==> src/rtl/ddr2_btm_local_arbiter.sv <==
// Two-port round-robin arbiter for the DDR2 controller local interface.
// Bounded same-port hold keeps row hits; a tag FIFO routes read data to its issuer.
module ddr2_btm_local_arbiter #(
  parameter int DATA_W   = 128,
  parameter int ROW_W    = 13,
  parameter int BANK_W   = 2,
  parameter int COL_W    = 9,
  parameter int HOLD     = 4,
  parameter int RD_DEPTH = 16
) (
  input  logic                            clk,
  input  logic                            reset,
  input  logic                            p0_read_req,
  input  logic                            p0_write_req,
  input  logic [ROW_W+BANK_W+COL_W-1:0]   p0_addr,
  input  logic [DATA_W-1:0]               p0_wdata,
  input  logic [DATA_W/8-1:0]             p0_be,
  output logic                            p0_ready,
  output logic                            p0_rdata_valid,
  input  logic                            p1_read_req,
  input  logic                            p1_write_req,
  input  logic [ROW_W+BANK_W+COL_W-1:0]   p1_addr,
  input  logic [DATA_W-1:0]               p1_wdata,
  input  logic [DATA_W/8-1:0]             p1_be,
  output logic                            p1_ready,
  output logic                            p1_rdata_valid,
  output logic [DATA_W-1:0]               p_rdata,
  input  logic                            local_ready,
  input  logic                            local_init_done,
  input  logic                            local_rdata_valid,
  input  logic [DATA_W-1:0]               local_rdata,
  output logic                            local_read_req,
  output logic                            local_write_req,
  output logic                            local_burstbegin,
  output logic                            local_size,
  output logic [ROW_W-1:0]                local_row_addr,
  output logic [BANK_W-1:0]               local_bank_addr,
  output logic [COL_W-1:0]                local_col_addr,
  output logic [DATA_W-1:0]               local_wdata,
  output logic [DATA_W/8-1:0]             local_be,
  output logic                            err_orphan_rdata
);

  localparam int ADDR_W = ROW_W + BANK_W + COL_W;
  localparam int PTR_W  = (RD_DEPTH > 1) ? $clog2(RD_DEPTH) : 1;
  localparam int CNT_W  = $clog2(RD_DEPTH + 1);
  localparam int HC_W   = $clog2(HOLD + 1);
  localparam logic [HC_W-1:0]  HOLD_MAX = HC_W'(HOLD);
  localparam logic [CNT_W-1:0] CNT_MAX  = CNT_W'(RD_DEPTH);

  // Handshake: a request is taken in the cycle where pN_*_req and pN_ready are
  // both high; the master must hold req/addr/wdata/be stable until then.
  // Controller commands are issued in that same cycle (zero latency).

  logic              owner;
  logic [HC_W-1:0]   hold_cnt;
  logic              tag_mem [RD_DEPTH];
  logic [PTR_W-1:0]  wr_ptr, rd_ptr;
  logic [CNT_W-1:0]  count;

  logic              req0, req1, sel, sel_req, sel_rd, owner_req;
  logic              rd_ok, go, push, pop, head;
  logic [ADDR_W-1:0] sel_addr;

  assign req0 = p0_read_req | p0_write_req;
  assign req1 = p1_read_req | p1_write_req;

  always_comb begin
    sel = 1'b0;
    if (req0 && !req1)
      sel = 1'b0;
    else if (req1 && !req0)
      sel = 1'b1;
    else if (req0 && req1)
      sel = (hold_cnt == HOLD_MAX) ? ~owner : owner;
  end

  assign sel_req   = sel ? req1 : req0;
  // Read wins over a simultaneous write on the same port.
  assign sel_rd    = sel ? p1_read_req : p0_read_req;
  assign owner_req = owner ? req1 : req0;
  // Registered count only: a pop in the same cycle does not free a slot.
  assign rd_ok     = (count != CNT_MAX);
  assign go        = sel_req & local_ready & local_init_done & (rd_ok | ~sel_rd);

  assign p0_ready         = go & ~sel;
  assign p1_ready         = go & sel;
  assign local_read_req   = go & sel_rd;
  assign local_write_req  = go & ~sel_rd;
  assign local_burstbegin = go;
  assign local_size       = 1'b1;

  assign sel_addr        = sel ? p1_addr : p0_addr;
  assign local_col_addr  = sel_addr[COL_W-1:0];
  assign local_bank_addr = sel_addr[COL_W +: BANK_W];
  assign local_row_addr  = sel_addr[COL_W+BANK_W +: ROW_W];
  assign local_wdata     = sel ? p1_wdata : p0_wdata;
  assign local_be        = sel ? p1_be : p0_be;

  assign push = local_read_req;
  assign pop  = local_rdata_valid & (count != '0);
  assign head = tag_mem[rd_ptr];

  assign p0_rdata_valid = pop & ~head;
  assign p1_rdata_valid = pop & head;
  assign p_rdata        = local_rdata;

  always_ff @(posedge clk) begin
    if (reset) begin
      owner    <= 1'b0;
      hold_cnt <= '0;
    end else if (go) begin
      owner    <= sel;
      hold_cnt <= (sel == owner) ? ((hold_cnt == HOLD_MAX) ? HOLD_MAX : hold_cnt + 1'b1)
                                 : HC_W'(1);
    end else if (local_init_done && !owner_req) begin
      hold_cnt <= '0;
    end
  end

  always_ff @(posedge clk) begin
    if (push) tag_mem[wr_ptr] <= sel;
  end

  always_ff @(posedge clk) begin
    if (reset) begin
      wr_ptr           <= '0;
      rd_ptr           <= '0;
      count            <= '0;
      err_orphan_rdata <= 1'b0;
    end else begin
      if (push) wr_ptr <= wr_ptr + 1'b1;
      if (pop)  rd_ptr <= rd_ptr + 1'b1;
      case ({push, pop})
        2'b10:   count <= count + 1'b1;
        2'b01:   count <= count - 1'b1;
        default: count <= count;
      endcase
      if (local_rdata_valid && count == '0) err_orphan_rdata <= 1'b1;
    end
  end

endmodule

==> config.mk <==
export PLATFORM = sky130hd
export DESIGN_NAME = ddr2_btm_local_arbiter
export DESIGN_NICKNAME = d
export VERILOG_FILES = /design/src/rtl/ddr2_btm_local_arbiter.sv
export SDC_FILE = /design/constraint.sdc
export NUM_CORES = 1
export LEC_CHECK = 0
export CORE_AREA = 5 5 301 303
export DETAILED_ROUTE_END_ITERATION = 10
export DIE_AREA = 0 0 306 308
export MAX_ROUTING_LAYER = met4
export SYNTH_ARGS = -nofsm -noshare
export SYNTH_HDL_FRONTEND = slang
export SYNTH_SLANG_ARGS = --single-unit
export TNS_END_PERCENT = 100
==> constraint.sdc <==
create_clock -name clk -period 4.3 [get_ports clk]
set_input_delay 1.29 -clock clk [delete_from_list [all_inputs] [get_ports clk]]
set_output_delay 1.29 -clock clk [all_outputs]
set_load 0.03 [all_outputs]
==> results of run 1 <==
metrics by stage:
step / area [sq um] / power (mW) / hold slack [ns] / utilization
floorplan: 5046 / 1.519 / 0.4515 / -
global placement: 11770 / 2.465 / 0.4517 / 0.1342
detailed placement: 11770 / 2.465 / 0.4780 / 0.1342
CTS: 12440 / 2.968 / 0.4868 / 0.1419
global route: 12570 / 3.106 / 0.5360 / 0.1434
finish: 12570 / 2.939 / 0.4811 / 0.1434
layer usage:
layer / vias to the layer above / part of all wire / track usage
met5: - / 0 / -
met4: 0 / 0.0058 / 0.006969
met3: 28 / 0.21 / 0.1134
met2: 599 / 0.43 / 0.1724
met1: 3170 / 0.35 / 0.1115
li1: 3405 / - / -
final cells by class:
cell class,instances,area share
diodes,12,0.002388
clock buffers,8,0.01323
inverters,8,0.003682
multi-input cells,646,0.2446
flip-flops and latches,38,0.07323
well taps,1165,0.1159
repair buffers,588,0.5461
repair inverters,1,0.0008955
path summary, 6_finish.rpt:
path,start,to,slack (ns),cells past startpoint
max,p0_write_req,local_wdata[43],0.03,9
min,hold_cnt[1],hold_cnt[1],0.48,2
max reg2reg,hold_cnt[0],count[4],1.06,14
min reg2reg,hold_cnt[1],hold_cnt[1],0.48,2
placed cells by master (no fill, tap or decap), types with 8 or more instances in the layout:
cell and n:
sky130_fd_sc_hd__nand2_2 29, sky130_fd_sc_hd__nand2_4 8, sky130_fd_sc_hd__diode_2 12, sky130_fd_sc_hd__buf_4 113
sky130_fd_sc_hd__edfxtp_1 16, sky130_fd_sc_hd__nor2_1 33, sky130_fd_sc_hd__buf_12 109, sky130_fd_sc_hd__dfxtp_1 22
sky130_fd_sc_hd__ha_1 11, sky130_fd_sc_hd__nand2_1 482, sky130_fd_sc_hd__clkdlybuf4s50_1 343
power breakdown:
part / switching [mW] / internal [mW]
sequential: 0.0492 / 0.413
clock: 0.128 / 0.262
combinational: 1.03 / 1.06
total: 1.20 / 1.73
worst min-delay path, cell delays in order (launching register included):
cell and delay (ns):
sky130_fd_sc_hd__dfxtp_1 0.32, sky130_fd_sc_hd__nand2_1 0.06, sky130_fd_sc_hd__mux2i_1 0.05
cells by family (layout without fill, tap and decap cells):
kind of cell / after synthesis / after routing / synth area share
AOI/OAI and AO/OA: 29 / 29 / 0.04637
and+or+nand+nor: 582 / 582 / 0.4498
buffers and inverters: 182 / 605 / 0.2358
muxes: 15 / 15 / 0.04364
xor gates and xnor gates: 8 / 8 / 0.01389
DFF: 38 / 38 / 0.1825
adders and majority gates: 11 / 11 / 0.02727
other: 1 / 13 / 0.0007431
what timing repair did:
action	in CTS	in global routing
pin swaps	1	3
gates resized for setup	60	21
setup buffers	15	1
gates cloned	6	1
endpoints found under the setup margin	170	63
==> results, run 1 <==
- The largest single stage delay on the critical path is between 0.2 and 0.3 ns.
- Of the post-synthesis cell area, the dominant cell type holds 0.3853.
- The number of vias after detailed routing is 7202.
- Walking the worst path, the cells encountered are dlygate4sd2_1 -> or2_4 -> a21o_4 -> buf_4 -> buf_12 -> buf_16 -> nand2_1 -> nand2_4 -> buf_12.
- The most frequent cell after synthesis is sky130_fd_sc_hd__nand2_1.
- Summed over all failing endpoints, the final setup total negative slack is 0 ns.
- The effective utilization at floorplan is 0.05754.
- At the placement stage, the worst setup path has a slack of -0.3820 ns.
- The die area is 94250 sq um.
- The proportion of synthesized chip area in sequential cells is 0.1825.
- The cell family contributing the most delay on the critical path is buffers and inverters.
- In this run, post-CTS hold repair placed 0 buffers.
- The count of input and output buffers is 520.
- After detailed routing, the number of remaining DRC violations is 0.
- The number of different library cells in the post-synthesis netlist is 50.
- The pin count of the biggest net entering global routing is 42.
- The sequential cell area is between 900 and 1000 sq um.
- In this run the remaining antenna-violating nets after routing total 0.
- For the final database, setup skew stands at about 0.0037 ns.
- Max-cap violations in this run came to 0.
- The top flip-flop cell by instance count after synthesis is sky130_fd_sc_hd__dfxtp_1.
- The type of the tightest min-delay check is register to register.
- Yosys attributes the largest share of cell area to sky130_fd_sc_hd__nand2_1 39%, sky130_fd_sc_hd__buf_4 19%, sky130_fd_sc_hd__edfxtp_1 9.5%.
- The cell type of the slowest stage on the worst timing path is sky130_fd_sc_hd__dlygate4sd2_1.
- The first global-routing pass estimated ~70 mm of wire.
- The buffer and inverter count on the worst path is 5.
- Setup repair after global routing could not meet its margin everywhere.
- The routed wirelength normalized by instance count is between 20 and 25 um.
- The standby leakage power is about 5.4 nW.
- The maximum level of the CTS H-tree is 2.
- The critical path is of the primary input to output port type.
- The ratio of cells with drive above 1 in the final layout is 0.2351.
- The number of antenna violations at the first check in global routing is 34.
- The die extent in x is 306 um.
- For this run, the total global-route usage over all layers was measured as 0.1146.
- In this run the count of I/O pins placed on the die edge is between 700 and 800.
- Ranked by instance count, the synthesized netlist is headed by 518 x sky130_fd_sc_hd__nand2_1, 129 x sky130_fd_sc_hd__buf_4, 33 x sky130_fd_sc_hd__nor2_1.
- The total congestion overflow after global routing is 0.
- The number of buffers inserted during clock tree synthesis is 5.
- For the pin with the worst max-slew slack, the measured transition is 0.8047 ns.
- The number of fillers in the final layout is ~10000.
- The number of placed cells counting well taps is about 2400.
- Wires add up to ~56 mm.
- In this run, synthesis produced a sequential element count of 38.
- The core outline area is ~90000 sq um.
- The post-detailed-placement half-perimeter wirelength is around 50 mm.
- In the final layout, the multi-input gates occupy slightly above 3000 sq um.
- The number of pins with negative max-slew slack in the final report came to 0.
- The shortest clock period the worst path allows after layout is around 4.3 ns.
- Of all flip-flops after synthesis, the portion carrying an async set or reset was 0.
- The dominant cell type by area after synthesis is sky130_fd_sc_hd__nand2_1.
- The CTS root buffer is sky130_fd_sc_hd__clkbuf_16.
- Dividing total power by cell area gives a power density of between 200 and 250 nW/um^2.
- The average vias per placed instance is slightly below 3.
- Routability-driven placement finished with a final weighted congestion of about 0.88.
- Counting stages on the worst path, the most repeated cell is sky130_fd_sc_hd__buf_12.
- The endpoint kind of the worst setup timing path is an output port.
- Each instance of the synthesized netlist takes up on average about 5.8 sq um.
- The via count of the first global-routing pass is about 7200.
- At the worst endpoint, the arrival time is roughly 3.0 ns.
- The die is between 300 and 400 um tall.
- Across the VDD grid, the largest voltage drop is between 150 and 200 uV.
- The synthesis warning total is 0.
- In this run the deepest clock path goes through 2 buffers.
- The signed area change from the synthesized netlist to the final layout is 149.2%.
- The mapped cell area is 5046 sq um.
- The number of clock sinks is 38.
- After the last flow step, the layout net total stands at 1772.
- The number of nets produced by synthesis is between 1000 and 1500.
- Measured against its own limit, the worst slew margin works out to 0.4586.
- The number of synthesized flops with an enable pin is 16.
- The CTS tree is built.
- Based on the critical path, the design can be clocked at up to around 0.23 GHz.
- STA classifies the critical path startpoint as a primary input.
- The row count is approximately 110.
- In the post-route analysis, the smallest setup slack over all paths is between 0.03 and 0.04 ns.
- Setup violations remaining at the end of the flow were counted as 0.
- The count of routing violations after the opening detailed-route iteration is about 300.
- The post-route non-filler standard cell count is 2466.
- The run finished with clean final reports.
- After clock tree synthesis, the clock-pin slew on the worst setup and hold paths is about 0.05 ns.
- At the worst endpoint, the required time is between 3 and 4 ns.
- The number of hold violations in the final report is 0.
- Along the worst path, the maximum fanout reaches 21.
- The pre-antenna-repair detailed-routing pass consisted of 4 iterations.
- In the finished design, the share of the clock period the worst path needs comes to 0.9919.
- For the worst-skew pair, the clock arrives at the later sink with an insertion delay of between 0.2 and 0.3 ns.
- The cell count after synthesis is a little under 900.
(Power assumes the default switching activity.)
==> run 2, diff against run 1 <==
CTS_CLUSTER_SIZE = 28   (was default)
TNS_END_PERCENT = default   (was 100)
==> results of run 2 <==
Final layout, timing and power as in run 1 (identical DEF).
